[src/rtl/cache_refill_pkg.sv]
`default_nettype none
// ============================================================================
// Module   : cache_refill_pkg
// Purpose  : Shared types and derived constants for the cache refill
//            controller. It provides the FSM state enum, default geometry
//            constants, and helper functions. The top module uses the
//            helpers to derive its widths from its own parameters.
// Revision : 1.0 - initial release
// ============================================================================
package cache_refill_pkg;

  // Controller states
  typedef enum logic [1:0] {
    IDLE = 2'd0,
    WB   = 2'd1,
    FILL = 2'd2,
    DONE = 2'd3
  } state_t;

  // Default geometry (matches the top-level parameter defaults)
  localparam int DEF_DATA_WIDTH = 32;
  localparam int DEF_BLOCK_SIZE = 4;
  localparam int DEF_ADDR_WIDTH = 32;

  localparam int BLOCK_BYTES = DEF_BLOCK_SIZE * DEF_DATA_WIDTH / 8;
  localparam int OFFSET_BITS = $clog2(BLOCK_BYTES);
  localparam int CNT_BITS    = $clog2(DEF_BLOCK_SIZE);

  // Bits of byte offset inside one data word
  function automatic int word_offset_bits(input int dw);
    return $clog2(dw / 8);
  endfunction

  // Bits of byte offset inside one cache block
  function automatic int block_offset_bits(input int dw, input int bs);
    return $clog2(bs * dw / 8);
  endfunction

  // Width of the beat counter / word index
  function automatic int beat_cnt_bits(input int bs);
    return $clog2(bs);
  endfunction

endpackage : cache_refill_pkg
`default_nettype wire

[src/rtl/cache_refill_ctrl.sv]
`default_nettype none
// ============================================================================
// Module   : cache_refill_ctrl
// Purpose  : Services data-cache misses one at a time. It optionally writes
//            back a dirty victim block word-by-word, then fetches the missing
//            block word-by-word over a req/ack memory port. It returns the
//            assembled block on fetch_data together with a one-cycle
//            fetch_enable pulse.
// Config   : `define CACHE_REFILL_CRITICAL_WORD_FIRST_EN to start the fill at
//            the requested word and wrap around the block. Without it, the
//            fill always runs from word 0 upward.
// Ports    :
//   clk, rst               - clock, synchronous active-high reset
//   req_valid/req_ready    - miss request handshake (ready only in IDLE)
//   req_addr, req_wb       - missing byte address, victim-dirty flag
//   wb_addr, wb_data       - victim block base address and contents
//   fetch_data             - refilled block (word i at [i*DATA_WIDTH +: DATA_WIDTH])
//   fetch_enable           - one-cycle pulse, fetch_data valid
//   busy                   - controller is not in IDLE
//   mem_req/mem_we/mem_addr/mem_wdata - registered memory beat request
//   mem_ack, mem_rdata     - memory beat completion and read data
// Revision : 1.0 - initial release
// ============================================================================
module cache_refill_ctrl
  import cache_refill_pkg::*;
#(
  parameter int DATA_WIDTH = 32,
  parameter int BLOCK_SIZE = 4,
  parameter int ADDR_WIDTH = 32
) (
  input  logic                             clk,
  input  logic                             rst,
  input  logic                             req_valid,
  output logic                             req_ready,
  input  logic [ADDR_WIDTH-1:0]            req_addr,
  input  logic                             req_wb,
  input  logic [ADDR_WIDTH-1:0]            wb_addr,
  input  logic [BLOCK_SIZE*DATA_WIDTH-1:0] wb_data,
  output logic [BLOCK_SIZE*DATA_WIDTH-1:0] fetch_data,
  output logic                             fetch_enable,
  output logic                             busy,
  output logic                             mem_req,
  output logic                             mem_we,
  output logic [ADDR_WIDTH-1:0]            mem_addr,
  output logic [DATA_WIDTH-1:0]            mem_wdata,
  input  logic                             mem_ack,
  input  logic [DATA_WIDTH-1:0]            mem_rdata
);

  localparam int WORD_OFF = word_offset_bits(DATA_WIDTH);
  localparam int OFF_W    = block_offset_bits(DATA_WIDTH, BLOCK_SIZE);
  localparam int CNT_W    = beat_cnt_bits(BLOCK_SIZE);
  localparam int BLK_W    = ADDR_WIDTH - OFF_W;
  localparam logic [CNT_W-1:0] LAST_BEAT = CNT_W'(BLOCK_SIZE - 1);

  // --------------------------------------------------------------------------
  // Registers
  // --------------------------------------------------------------------------
  state_t                           r_state;
  logic [CNT_W-1:0]                 r_cnt;
  logic [BLK_W-1:0]                 r_wb_blk;    // victim block number
  logic [BLK_W-1:0]                 r_fill_blk;  // missing block number
  logic [BLOCK_SIZE*DATA_WIDTH-1:0] r_wb_data;
  logic [BLOCK_SIZE*DATA_WIDTH-1:0] r_fetch_data;
  logic                             r_fetch_en;
  logic                             r_req_ready;
  logic                             r_busy;
  logic                             r_mem_req;
  logic                             r_mem_we;
  logic [ADDR_WIDTH-1:0]            r_mem_addr;
  logic [DATA_WIDTH-1:0]            r_mem_wdata;

  // --------------------------------------------------------------------------
  // Combinational helpers
  // --------------------------------------------------------------------------
  logic [BLK_W-1:0] w_req_blk;
  logic [BLK_W-1:0] w_wb_blk;
  logic [CNT_W-1:0] w_cnt_nxt;
  logic [CNT_W-1:0] w_fill_w0;    // first fill word of the captured request
  logic [CNT_W-1:0] w_req_w0;     // first fill word of the incoming request
  logic [CNT_W-1:0] w_widx;       // block word index of the current fill beat
  logic [CNT_W-1:0] w_widx_nxt;   // block word index of the next fill beat
  logic             w_last;
  logic             w_unused;

  assign w_req_blk = req_addr[ADDR_WIDTH-1:OFF_W];
  assign w_wb_blk  = wb_addr[ADDR_WIDTH-1:OFF_W];
  assign w_cnt_nxt = r_cnt + 1'b1;
  assign w_last    = (r_cnt == LAST_BEAT);

`ifdef CACHE_REFILL_CRITICAL_WORD_FIRST_EN
  logic [CNT_W-1:0] r_w0;

  assign w_req_w0  = req_addr[OFF_W-1:WORD_OFF];
  assign w_fill_w0 = r_w0;
`else
  assign w_req_w0  = '0;
  assign w_fill_w0 = '0;
`endif

  // The counter width equals log2(BLOCK_SIZE), so the sum wraps inside the
  // block and never carries into the block number.
  assign w_widx     = w_fill_w0 + r_cnt;
  assign w_widx_nxt = w_fill_w0 + w_cnt_nxt;

  // Byte-offset bits of the incoming addresses are not needed; the block
  // number alone defines the beat addresses.
  assign w_unused = ^{req_addr[OFF_W-1:0], wb_addr[OFF_W-1:0]};

  // Word-aligned byte address of word idx within block blk.
  function automatic logic [ADDR_WIDTH-1:0] beat_addr(
    input logic [BLK_W-1:0] blk,
    input logic [CNT_W-1:0] idx
  );
    return ADDR_WIDTH'({blk, idx}) << WORD_OFF;
  endfunction

  // --------------------------------------------------------------------------
  // FSM, beat counter and block registers
  // --------------------------------------------------------------------------
  always_ff @(posedge clk) begin
    if (rst) begin
      r_state      <= IDLE;
      r_cnt        <= '0;
      r_wb_blk     <= '0;
      r_fill_blk   <= '0;
      r_wb_data    <= '0;
      r_fetch_data <= '0;
      r_fetch_en   <= 1'b0;
      r_req_ready  <= 1'b1;
      r_busy       <= 1'b0;
      r_mem_req    <= 1'b0;
      r_mem_we     <= 1'b0;
      r_mem_addr   <= '0;
      r_mem_wdata  <= '0;
`ifdef CACHE_REFILL_CRITICAL_WORD_FIRST_EN
      r_w0         <= '0;
`endif
    end else begin
      r_fetch_en <= 1'b0;

      case (r_state)
        IDLE: begin
          if (req_valid) begin
            r_wb_blk    <= w_wb_blk;
            r_fill_blk  <= w_req_blk;
            r_wb_data   <= wb_data;
            r_cnt       <= '0;
            r_busy      <= 1'b1;
            r_req_ready <= 1'b0;
            r_mem_req   <= 1'b1;
`ifdef CACHE_REFILL_CRITICAL_WORD_FIRST_EN
            r_w0        <= w_req_w0;
`endif
            // The first beat is presented in the cycle right after acceptance.
            if (req_wb) begin
              r_state     <= WB;
              r_mem_we    <= 1'b1;
              r_mem_addr  <= beat_addr(w_wb_blk, '0);
              r_mem_wdata <= wb_data[DATA_WIDTH-1:0];
            end else begin
              r_state     <= FILL;
              r_mem_we    <= 1'b0;
              r_mem_addr  <= beat_addr(w_req_blk, w_req_w0);
            end
          end
        end

        WB: begin
          if (mem_ack) begin
            if (w_last) begin
              r_state    <= FILL;
              r_cnt      <= '0;
              r_mem_we   <= 1'b0;
              r_mem_addr <= beat_addr(r_fill_blk, w_fill_w0);
            end else begin
              r_cnt       <= w_cnt_nxt;
              r_mem_addr  <= beat_addr(r_wb_blk, w_cnt_nxt);
              r_mem_wdata <= r_wb_data[int'(w_cnt_nxt)*DATA_WIDTH +: DATA_WIDTH];
            end
          end
        end

        FILL: begin
          if (mem_ack) begin
            r_fetch_data[int'(w_widx)*DATA_WIDTH +: DATA_WIDTH] <= mem_rdata;
            if (w_last) begin
              r_state    <= DONE;
              r_cnt      <= '0;
              r_mem_req  <= 1'b0;
              r_fetch_en <= 1'b1;
            end else begin
              r_cnt      <= w_cnt_nxt;
              r_mem_addr <= beat_addr(r_fill_blk, w_widx_nxt);
            end
          end
        end

        DONE: begin
          // Ready rises only on leaving DONE, so a request seen here waits
          // for the following IDLE cycle.
          r_state     <= IDLE;
          r_busy      <= 1'b0;
          r_req_ready <= 1'b1;
        end

        default: begin
          r_state     <= IDLE;
          r_busy      <= 1'b0;
          r_req_ready <= 1'b1;
          r_mem_req   <= 1'b0;
        end
      endcase
    end
  end

  // --------------------------------------------------------------------------
  // Outputs (all registered)
  // --------------------------------------------------------------------------
  assign req_ready    = r_req_ready;
  assign busy         = r_busy;
  assign fetch_data   = r_fetch_data;
  assign fetch_enable = r_fetch_en;
  assign mem_req      = r_mem_req;
  assign mem_we       = r_mem_we;
  assign mem_addr     = r_mem_addr;
  assign mem_wdata    = r_mem_wdata;

endmodule : cache_refill_ctrl
`default_nettype wire

[config.mk]
export PLATFORM = sky130hd
export DESIGN_NAME = cache_refill_ctrl
export DESIGN_NICKNAME = d
export VERILOG_FILES = /design/src/rtl/cache_refill_pkg.sv /design/src/rtl/cache_refill_ctrl.sv
export SDC_FILE = /design/constraint.sdc
export NUM_CORES = 1
export LEC_CHECK = 0
export BUFFER_PORTS_ARGS = -buffer_cell sky130_fd_sc_hd__buf_4
export CAP_MARGIN = 20
export CELL_PAD_IN_SITES_DETAIL_PLACEMENT = 0
export CELL_PAD_IN_SITES_GLOBAL_PLACEMENT = 1
export CORE_MARGIN = 2
export CORE_UTILIZATION = 39
export CTS_BUF_LIST = sky130_fd_sc_hd__clkbuf_4 sky130_fd_sc_hd__clkbuf_8 sky130_fd_sc_hd__clkbuf_16
export DETAILED_ROUTE_END_ITERATION = 8
export PLACE_DENSITY = 0.89
export SYNTH_ARGS = -nofsm -noshare
export SYNTH_HDL_FRONTEND = slang
export SYNTH_SLANG_ARGS = --single-unit
[constraint.sdc]
create_clock -name clk -period 2.9 [get_ports clk]
set_clock_uncertainty 0.1 [all_clocks]
set_input_delay 0.58 -clock clk [delete_from_list [all_inputs] [get_ports clk]]
set_output_delay 0.58 -clock clk [all_outputs]
set_load 0.03 [all_outputs]
==> flow_metrics.tcl, run 1 <==
set metrics [dict create \
    firstDrtPassIters 7 \
    power.density_nw_per_um2 934 \
    grt_setup_unrepaired "false" \
    synth_warnings 0 \
    peakVddDrop_v 0.000486 \
    grt_start_max_net_pins 123 \
    post-place-ws_ns 0.540 \
    drc 0 \
    cts_buffers 43 \
    area_growth_syn_to_layout_pct 32.6 \
    numPortBuffers 415 \
    p_int_w 0.0120 \
    finalSetupTns_ns 0 \
    slew_violations 0 \
    rows 72 \
    n_antenna_cell 0 \
    finalWeightedCongestion 0.833 \
    cp-start-kind "flop" \
    cts.sink_count 383 \
    track_usage_pct 22.4 \
    status "finished, final reports clean" \
    clk_latency_ns 0.55 \
    switchingPower_w 0.00688 \
    synth-edff-count 0 \
    maxCapViolCount 0 \
    p_seq_share_pct 35.0 \
    routedWlPerCell_um 18.1 \
    num-fill-cells 3565 \
    post_cts_buffers 0 \
    cts_tree "yes" \
    final.min_clock_period_ns 2.39 \
    async_flop_share_pct 0 \
    dieWidth_um 202 \
    synth_cells 1707 \
    die_area_um2 40800 \
    coreArea_um2 38600 \
    antenna_left 0 \
    hold_viol_final 0 \
    slew_headroom_pct 48.8 \
    p_leak_nw 8.16 \
    cts_max_path_buffers 3 \
    combPwrFrac_pct 36.1 \
    synth-seq-cells 383 \
    worstMarginPinSlew_ns 0.768 \
    drt-total-wl_mm 47.1 \
    grt_remaining_overflow 0 \
    cts_max_level 2 \
    fin_ws_ns 0.512 \
    grt_pass1_vias 13339 \
    min_path_type "in2reg" \
    clockPowerShare_pct 28.9 \
    final_nets 2295 \
    die_y_um 202 \
    antenna_found_initial 0 \
    synth_cell_types 43 \
    netSwitchingFraction_pct 36.4 \
    max_freq_mhz 419 \
    crit_fanout 32 \
    cp-end-kind "flop" \
    ios 426 \
    arrival_ns 2.77 \
    synth_area_um2 15300 \
    ctsResizeCount 0 \
    grt_pass1_wl_mm 73.7 \
    cts_root_buffer "clkbuf_16" \
    routed_via_density 5.30 \
    fin_crit_sh_pct 82.3 \
    synth.avg_cell_area_um2 8.95 \
    dp_hpwl_mm 31.2 \
    setup_viol 0 \
    drive_above_1_share_pct 29.1 \
    crit_required_ns 3.28 \
    clk_pin_slew_ns 0.06 \
    cts_hold_buf 0 \
    reg2reg_slack_ns 0.51 \
    vias 13800 \
    worst-setup-path-type "reg2reg" \
    ys_seq_area_share_pct 50.2 \
    ys.flop_type "dfxtp_1" \
    dr.first_iter.drc_count 970 \
    start_util_pct 39.5 \
]
-- power by group through the flow --
stage	Clock, W	Combinational, W	Sequential, W
2_1_floorplan	0	0.00395	0.00742
3_3_place_gp	0	0.00674	0.00668
3_5_place_dp	0	0.00688	0.00671
4_1_cts	0.00559	0.00691	0.00661
5_1_grt	0.00582	0.00747	0.00672
6_report	0.00547	0.00684	0.00662
-- cell usage after synthesis, drive strengths merged, types with 2 or more instances --
library cell / instances / area share, %
o21ai: 6 / 0.20
nor3: 3 / 0.16
dfxtp: 383 / 50
nor2b: 33 / 1.4
a22oi: 156 / 7.7
a21oi: 221 / 7.2
a22o: 28 / 1.6
nor2: 174 / 4.3
mux2i: 33 / 2.2
nand2b: 2 / 0.082
ha: 13 / 1.1
nand3: 5 / 0.16
nand2: 378 / 9.3
buf: 64 / 2.4
a211oi: 62 / 4.0
inv: 7 / 0.17
clkbuf: 88 / 2.2
mux4: 32 / 4.7
or2: 2 / 0.082
-- cell families after synthesis --
family | after synthesis | share of synthesized area (%)
muxes | 66 | 6.95
DFF | 383 | 50.2
adders and majority gates | 13 | 1.06
and+or+nand+nor | 606 | 15.9
buffers and inverters | 159 | 4.77
other | 1 | 0.0245
AOI/OAI and AO/OA | 479 | 21.1
-- worst paths after layout --
check / depth (start not counted) / to / from
worst min-delay path: 3 / r_wb_data[118] / wb_data[118]
worst min register to register: 2 / r_wb_data[93] / r_wb_data[93]
worst max-delay path: 7 / fetch_data[88] / r_cnt[0]
worst max register to register: 7 / fetch_data[88] / r_cnt[0]
-- placed cells by master (no fill, tap or decap), drive strengths merged, types with 2 or more instances in the layout --
master      n
a211oi     62
a21oi     221
a22o       28
a22oi     156
buf       452
clkbuf     71
clkinv      3
clkinvlp    3
conb        2
dfxtp     383
ha         13
inv         7
mux2i      33
mux4       32
nand2     378
nand2b      2
nand3       5
nor2      174
nor2b      33
nor3        3
o21ai       6
or2         2
-- critical path: stages, from the launching register on --
cell     delay, ns
dfxtp_2       0.43
inv_1         0.14
ha_2          0.53
inv_1         0.17
nor4_4        0.26
buf_4         0.41
a22oi_1       0.12
nor2_1        0.12
-- sequential cells by signal, summed over array words and instances, names as in the netlist --
register / flops
fetch_enable: 1
r_state: 2
mem_we: 1
busy: 1
r_wb_data: 128
fetch_data: 128
r_cnt: 2
r_wb_blk: 28
mem_addr: 30
mem_req: 1
mem_wdata: 32
req_ready: 1
r_fill_blk: 28
-- through the flow --
step                      util [%]  instances  power (W)  area [um^2]  hold slack, ns
after global placement        48.6       2525     0.0134        18800           0.338
after floorplan                  -       1708     0.0114        15300           0.333
final                         52.5       2604     0.0189        20300           0.173
after global routing          52.5       2604     0.0200        20300           0.158
after detailed placement      48.7       2526     0.0136        18800           0.343
after CTS                     52.5       2604     0.0191        20300           0.140
-- layer usage --
metal  up-vias  routed length [um]  GRT usage (%)
met5         -                   0              0
li1       6600                   -              -
met4         0                1860           9.64
met2       493               22200           36.7
met3       112                3440           5.22
met1      6595               19600           28.3
-- layout make-up --
class / count / area [um^2] / share of cell area (%)
Multi-Input combinational cell: 1166 / 6940 / 34.2
Timing Repair Buffer: 452 / 3550 / 17.5
Sequential cell: 383 / 7670 / 37.8
Clock buffer: 71 / 1380 / 6.80
Tap cell: 518 / 648 / 3.20
Inverter: 7 / 26.3 / 0.130
Clock inverter: 7 / 67.6 / 0.333
No activity file was read; power rests on OpenSTA's default activity.
==> run 2, diff against run 1 <==
- CORE_UTILIZATION: 39 -> 35
- PLACE_DENSITY: 0.89 -> 0.85
- clock period: 2.9 -> 2.02 ns (I/O delays scaled with it)
==> run 2 against run 1 <==
Via count is 9.1% higher. Die area grew 11%. Largest power group unchanged. Cell count up 13%. Critical endpoint is now mem_wdata[6]. First-iteration DRC count increased by 11%.
==> flow_metrics.tcl, run 2 (synthesis results as in run 1) <==
set metrics [dict create \
    status "finished, final reports clean" \
    maxCapViolCount 0 \
    dp_hpwl_mm 33.8 \
    fin_crit_sh_pct 98.2 \
    cts.sink_count 383 \
    firstDrtPassIters 5 \
    die_area_um2 45300 \
    routedWlPerCell_um 18.4 \
    p_seq_share_pct 33.2 \
    cts_max_path_buffers 3 \
    track_usage_pct 22.3 \
    grt_pass1_wl_mm 80.1 \
    rows 76 \
    area_growth_syn_to_layout_pct 53.0 \
    crit_required_ns 2.36 \
    dieWidth_um 213 \
    endpoint "mem_wdata[6]" \
    drc 0 \
    crit_slowest_cell "mux4_2" \
    switchingPower_w 0.0104 \
    die_y_um 213 \
    combPwrFrac_pct 39.7 \
    power.density_nw_per_um2 1230 \
    slew_violations 0 \
    cp.depth 7 \
    r2r_start "r_cnt[0]" \
    power.total_w 0.0287 \
    cp-start-kind "flop" \
    cts_root_buffer "clkbuf_16" \
    post-place-ws_ns -0.0200 \
    cts_buffers 43 \
    critPathMaxStageDelay_ns 0.49 \
    hold_depth 3 \
    clk_latency_ns 0.56 \
    dr.first_iter.drc_count 1073 \
    drive_above_1_share_pct 29.2 \
    min_path_type "in2reg" \
    antenna_found_initial 5 \
    worst-setup-path-type "reg2reg" \
    crit_top_cell "buf_12" \
    start_util_pct 35.5 \
    grt_pass1_vias 14788 \
    coreArea_um2 43100 \
    peakVddDrop_v 0.000902 \
    routed_via_density 5.14 \
    grt_start_max_net_pins 91 \
    fin_ws_ns 0.0373 \
    finalWeightedCongestion 0.799 \
    reg2reg_slack_ns 0.04 \
    final.min_clock_period_ns 1.98 \
    setup_viol 0 \
    netSwitchingFraction_pct 36.3 \
    vias 15055 \
    p_int_w 0.0183 \
    r2r_end "mem_wdata[6]" \
    crit_path_cell_trace "inv_6 > ha_4 > buf_12 > buf_12 > mux4_2 > mux2i_1 > a211oi_2" \
    num-fill-cells 3765 \
    final_nets 2553 \
    hold_viol_final 0 \
    final_common_cell "buf_4" \
    p_leak_nw 9.43 \
    antenna_left 0 \
    numPortBuffers 415 \
    drt-total-wl_mm 53.8 \
    arrival_ns 2.32 \
    hp-start "wb_addr[21]" \
    crit_buf_inv 3 \
    grt_setup_unrepaired "true" \
    clockPowerShare_pct 27.1 \
    crit_start "r_cnt[0]" \
    worst_r2r_path_depth 7 \
    cts_max_level 2 \
    ios 426 \
    crit_fanout 8 \
    max_freq_mhz 504 \
    cts_tree "yes" \
    grt_remaining_overflow 0 \
    critPathTopFamily "multiplexers" \
    cp-end-kind "flop" \
    clk_pin_slew_ns 0.06 \
    mostFrequentLayoutCells "buf_4, dfxtp_1, nand2_1" \
]
-- run 2: what timing repair did --
action	in CTS	in global routing
gates cloned	0	7
pin swaps	1	15
buffers inserted	0	16
endpoints found under the hold margin	243	0
setup endpoints to repair	16	144
hold buffers	202	0
gates resized for setup	3	27
-- run 2: metrics by stage --
stage                     hold WS, ns  cells  utilization, %  setup TNS (ns)  cell area [um^2]
after CTS                     0.00290   2904            53.3               0             23000
final                          0.0294   2931            54.3               0             23400
after global routing           0.0208   2931            54.3           -1.51             23400
after global placement          0.339   2626            45.3               0             19500
after detailed placement        0.345   2626            45.3         -0.0283             19500
after floorplan                 0.333   1708               -          -21.13             15400
-- run 2: worst reg2reg max path: stages, from the launching register on --
cell and delay, ns:
dfxtp_4 0.40, inv_6 0.05, ha_4 0.29, buf_12 0.14, buf_12 0.12, mux4_2 0.49
mux2i_1 0.18, a211oi_2 0.09
-- run 2: routing by layer --
layer  up-vias  wire [um]  share of wire [%]  GRT usage [%]
li1       7146          -                  -              -
met1      7192      22000                 41           27.5
met2       578      25700                 48           37.5
met3       137       3540                6.6           4.49
met4         2       2470                4.6           9.93
met5         -         11              0.020              0
-- run 2: layout make-up --
cell class	count	area [um^2]	share of cell area (%)
inverter	7	35.0	0.150
multi-input combinational	1166	7050	30.2
timing repair buffer	710	6460	27.6
antenna	4	10.0	0.0428
tap	585	732	3.13
sequential	383	7670	32.8
clock inverter	13	108	0.460
clock buffer	63	1310	5.59
-- run 2: worst min-delay path by stage --
stage | slack (ns) | to
floorplan | 0.33 | r_wb_data[0]
global placement | 0.34 | r_wb_blk[26]
detailed placement | 0.34 | r_wb_data[120]
CTS | 0.003 | r_wb_data[81]
global route | 0.02 | fetch_data[33]
finish | 0.03 | r_wb_blk[17]
-- run 2: power by group through the flow --
stage                     Combinational, W  Clock, W  Sequential [W]
after floorplan                    0.00578         0          0.0107
after global placement              0.0107         0         0.00962
after detailed placement            0.0108         0         0.00965
after CTS                           0.0112   0.00797         0.00951
after global routing                0.0124   0.00826         0.00966
final                               0.0114   0.00778         0.00953
==> run 3, diff against run 2 <==
- HOLD_SLACK_MARGIN: default -> 0.15
- PLACE_DENSITY: 0.85 -> default
- PLACE_DENSITY_LB_ADDON: default -> 0.05
==> run 3 against run 2 <==
Cell count is 0.27% higher. Largest cell class unchanged. Register-to-register slack gained 0.02 ns. Sequential power is essentially flat. Sequential cell count is the same. Critical endpoint is now fetch_data[60]. Critical path type unchanged.
==> flow_metrics.tcl, run 3 (synthesis results as in run 1) <==
set metrics [dict create \
    rows 76 \
    cts_max_path_buffers 3 \
    min_path_type "reg2reg" \
    area_growth_syn_to_layout_pct 52.3 \
    numPortBuffers 415 \
    final.min_clock_period_ns 1.96 \
    crit_required_ns 2.42 \
    crit_buf_inv 3 \
    worst_r2r_path_depth 8 \
    slew_violations 0 \
    power.density_nw_per_um2 1230 \
    grt_setup_unrepaired "true" \
    r2r_end "fetch_data[60]" \
    p_seq_share_pct 33.3 \
    drt-total-wl_mm 53.0 \
    cts_root_buffer "clkbuf_16" \
    p_int_w 0.0183 \
    final_common_cell "buf_4" \
    dp_hpwl_mm 34.5 \
    reg2reg_slack_ns 0.06 \
    start_util_pct 35.5 \
    routed_via_density 4.95 \
    track_usage_pct 22.5 \
    cts_tree "yes" \
    worst-setup-path-type "reg2reg" \
    cts.sink_count 383 \
    ios 426 \
    fin_crit_sh_pct 97.3 \
    drc 0 \
    status "finished, final reports clean" \
    cts_buffers 44 \
    max_freq_mhz 509 \
    setup_viol 0 \
    vias 14554 \
    clk_pin_slew_ns 0.06 \
    cts_max_level 2 \
    cp.depth 8 \
    grt_pass1_vias 14252 \
    endpoint "fetch_data[60]" \
    dieWidth_um 213 \
    whs_ns 0.351 \
    switchingPower_w 0.0103 \
    maxCapViolCount 0 \
    post-place-ws_ns -0.0412 \
    finalWeightedCongestion 0.777 \
    combPwrFrac_pct 39.1 \
    antenna_left 0 \
    netSwitchingFraction_pct 35.9 \
    clk_latency_ns 0.56 \
    p_leak_nw 9.42 \
    final_nets 2561 \
    die_y_um 213 \
    cp-start-kind "flop" \
    peakVddDrop_v 0.000711 \
    dr.first_iter.drc_count 828 \
    die_area_um2 45300 \
    crit_fanout 8 \
    finalSetupTns_ns 0 \
    crit_start "r_cnt[0]" \
    fin_ws_ns 0.0552 \
    grt_remaining_overflow 0 \
    drive_above_1_share_pct 28.3 \
    r2r_start "r_cnt[0]" \
    critPathMaxStageDelay_ns 0.43 \
    hold_viol_final 0 \
    crit_slowest_cell "or3b_4" \
    antenna_found_initial 2 \
    coreArea_um2 43100 \
    firstDrtPassIters 5 \
    mostFrequentLayoutCells "buf_4, dfxtp_1, nand2_1" \
    grt_pass1_wl_mm 80.1 \
    clockPowerShare_pct 27.6 \
    grt_start_max_net_pins 88 \
    arrival_ns 2.37 \
    crit_path_cell_trace "inv_6 > ha_2 > or3b_4 > nor3_4 > buf_12 > buf_6 > a22oi_1 > nor2_1" \
    critPathTopFamily "simple AND/OR/NAND/NOR gates" \
    routedWlPerCell_um 18.0 \
    cp-end-kind "flop" \
]
-- run 3: cell types whose count changed in the layout (fill, tap and decap cells not counted), moves of 3 or more --
cell | before | now
dlygate4sd3_1 | 202 | 219
a22oi_1 | 144 | 156
a22oi_2 | 12 | 0
buf_12 | 40 | 32
buf_4 | 455 | 460
clkbuf_4 | 7 | 12
buf_6 | 6 | 3
-- run 3: power by group through the flow --
stage                     clock network (W)  registers [W]  logic [W]
after detailed placement                  0        0.00967     0.0109
after CTS                           0.00813        0.00953     0.0112
after floorplan                           0         0.0107    0.00578
final                               0.00791        0.00953     0.0112
after global placement                    0        0.00965     0.0107
after global routing                0.00844        0.00967     0.0122
-- run 3: worst min path at each step --
stage                        start             end  slack [ns]  cells after the start
finish               r_wb_data[56]   r_wb_data[56]        0.35                      2
global route        r_wb_data[113]  r_wb_data[113]        0.37                      2
CTS                         req_wb          mem_we        0.35                      5
detailed placement  r_wb_data[111]  r_wb_data[111]        0.34                      2
global placement     r_wb_data[30]   r_wb_data[30]        0.34                      2
floorplan             r_wb_data[0]    r_wb_data[0]        0.33                      2
-- run 3: timing repair --
| item | 4_1_cts | 5_1_grt |
|---|---|---|
| pin swaps | 0 | 5 |
| buffers inserted | 0 | 3 |
| hold endpoints to repair | 379 | 0 |
| gates resized for setup | 2 | 12 |
| hold buffers | 219 | 0 |
| endpoints found under the setup margin | 61 | 157 |
| cloned | 0 | 3 |
-- run 3: tightest hold or removal path: stages, from the launching register on --
cell and delay, ns:
dfxtp_1 0.30, nand2_1 0.05, a21oi_1 0.05
-- run 3: area by class of cell --
class	instances	area [um^2]
antenna	2	5.00
clock buffer	71	1410
clock inverter	8	42.5
fill	4075	19800
inverter	7	31.3
multi-input combinational	1166	6990
sequential	383	7670
tap	585	732
timing repair buffer	717	6380
-- run 3: metrics by stage --
stage	std cells	power, W	cell area [um^2]	utilization, %
after global placement	2633	0.0204	19500	45.2
final	2939	0.0286	23300	54.0
after floorplan	1708	0.0164	15400	-
after CTS	2931	0.0289	23100	53.7
after detailed placement	2633	0.0205	19500	45.2
after global routing	2939	0.0303	23300	54.0
-- run 3: per-layer routing --
layer | track usage (%) | part of all wire (%) | vias to the layer above
met5 | 0 | 0 | -
met4 | 8.75 | 3.6 | 0
met3 | 4.52 | 5.6 | 95
met2 | 38.1 | 48 | 375
met1 | 28.2 | 43 | 6914
li1 | - | - | 7170
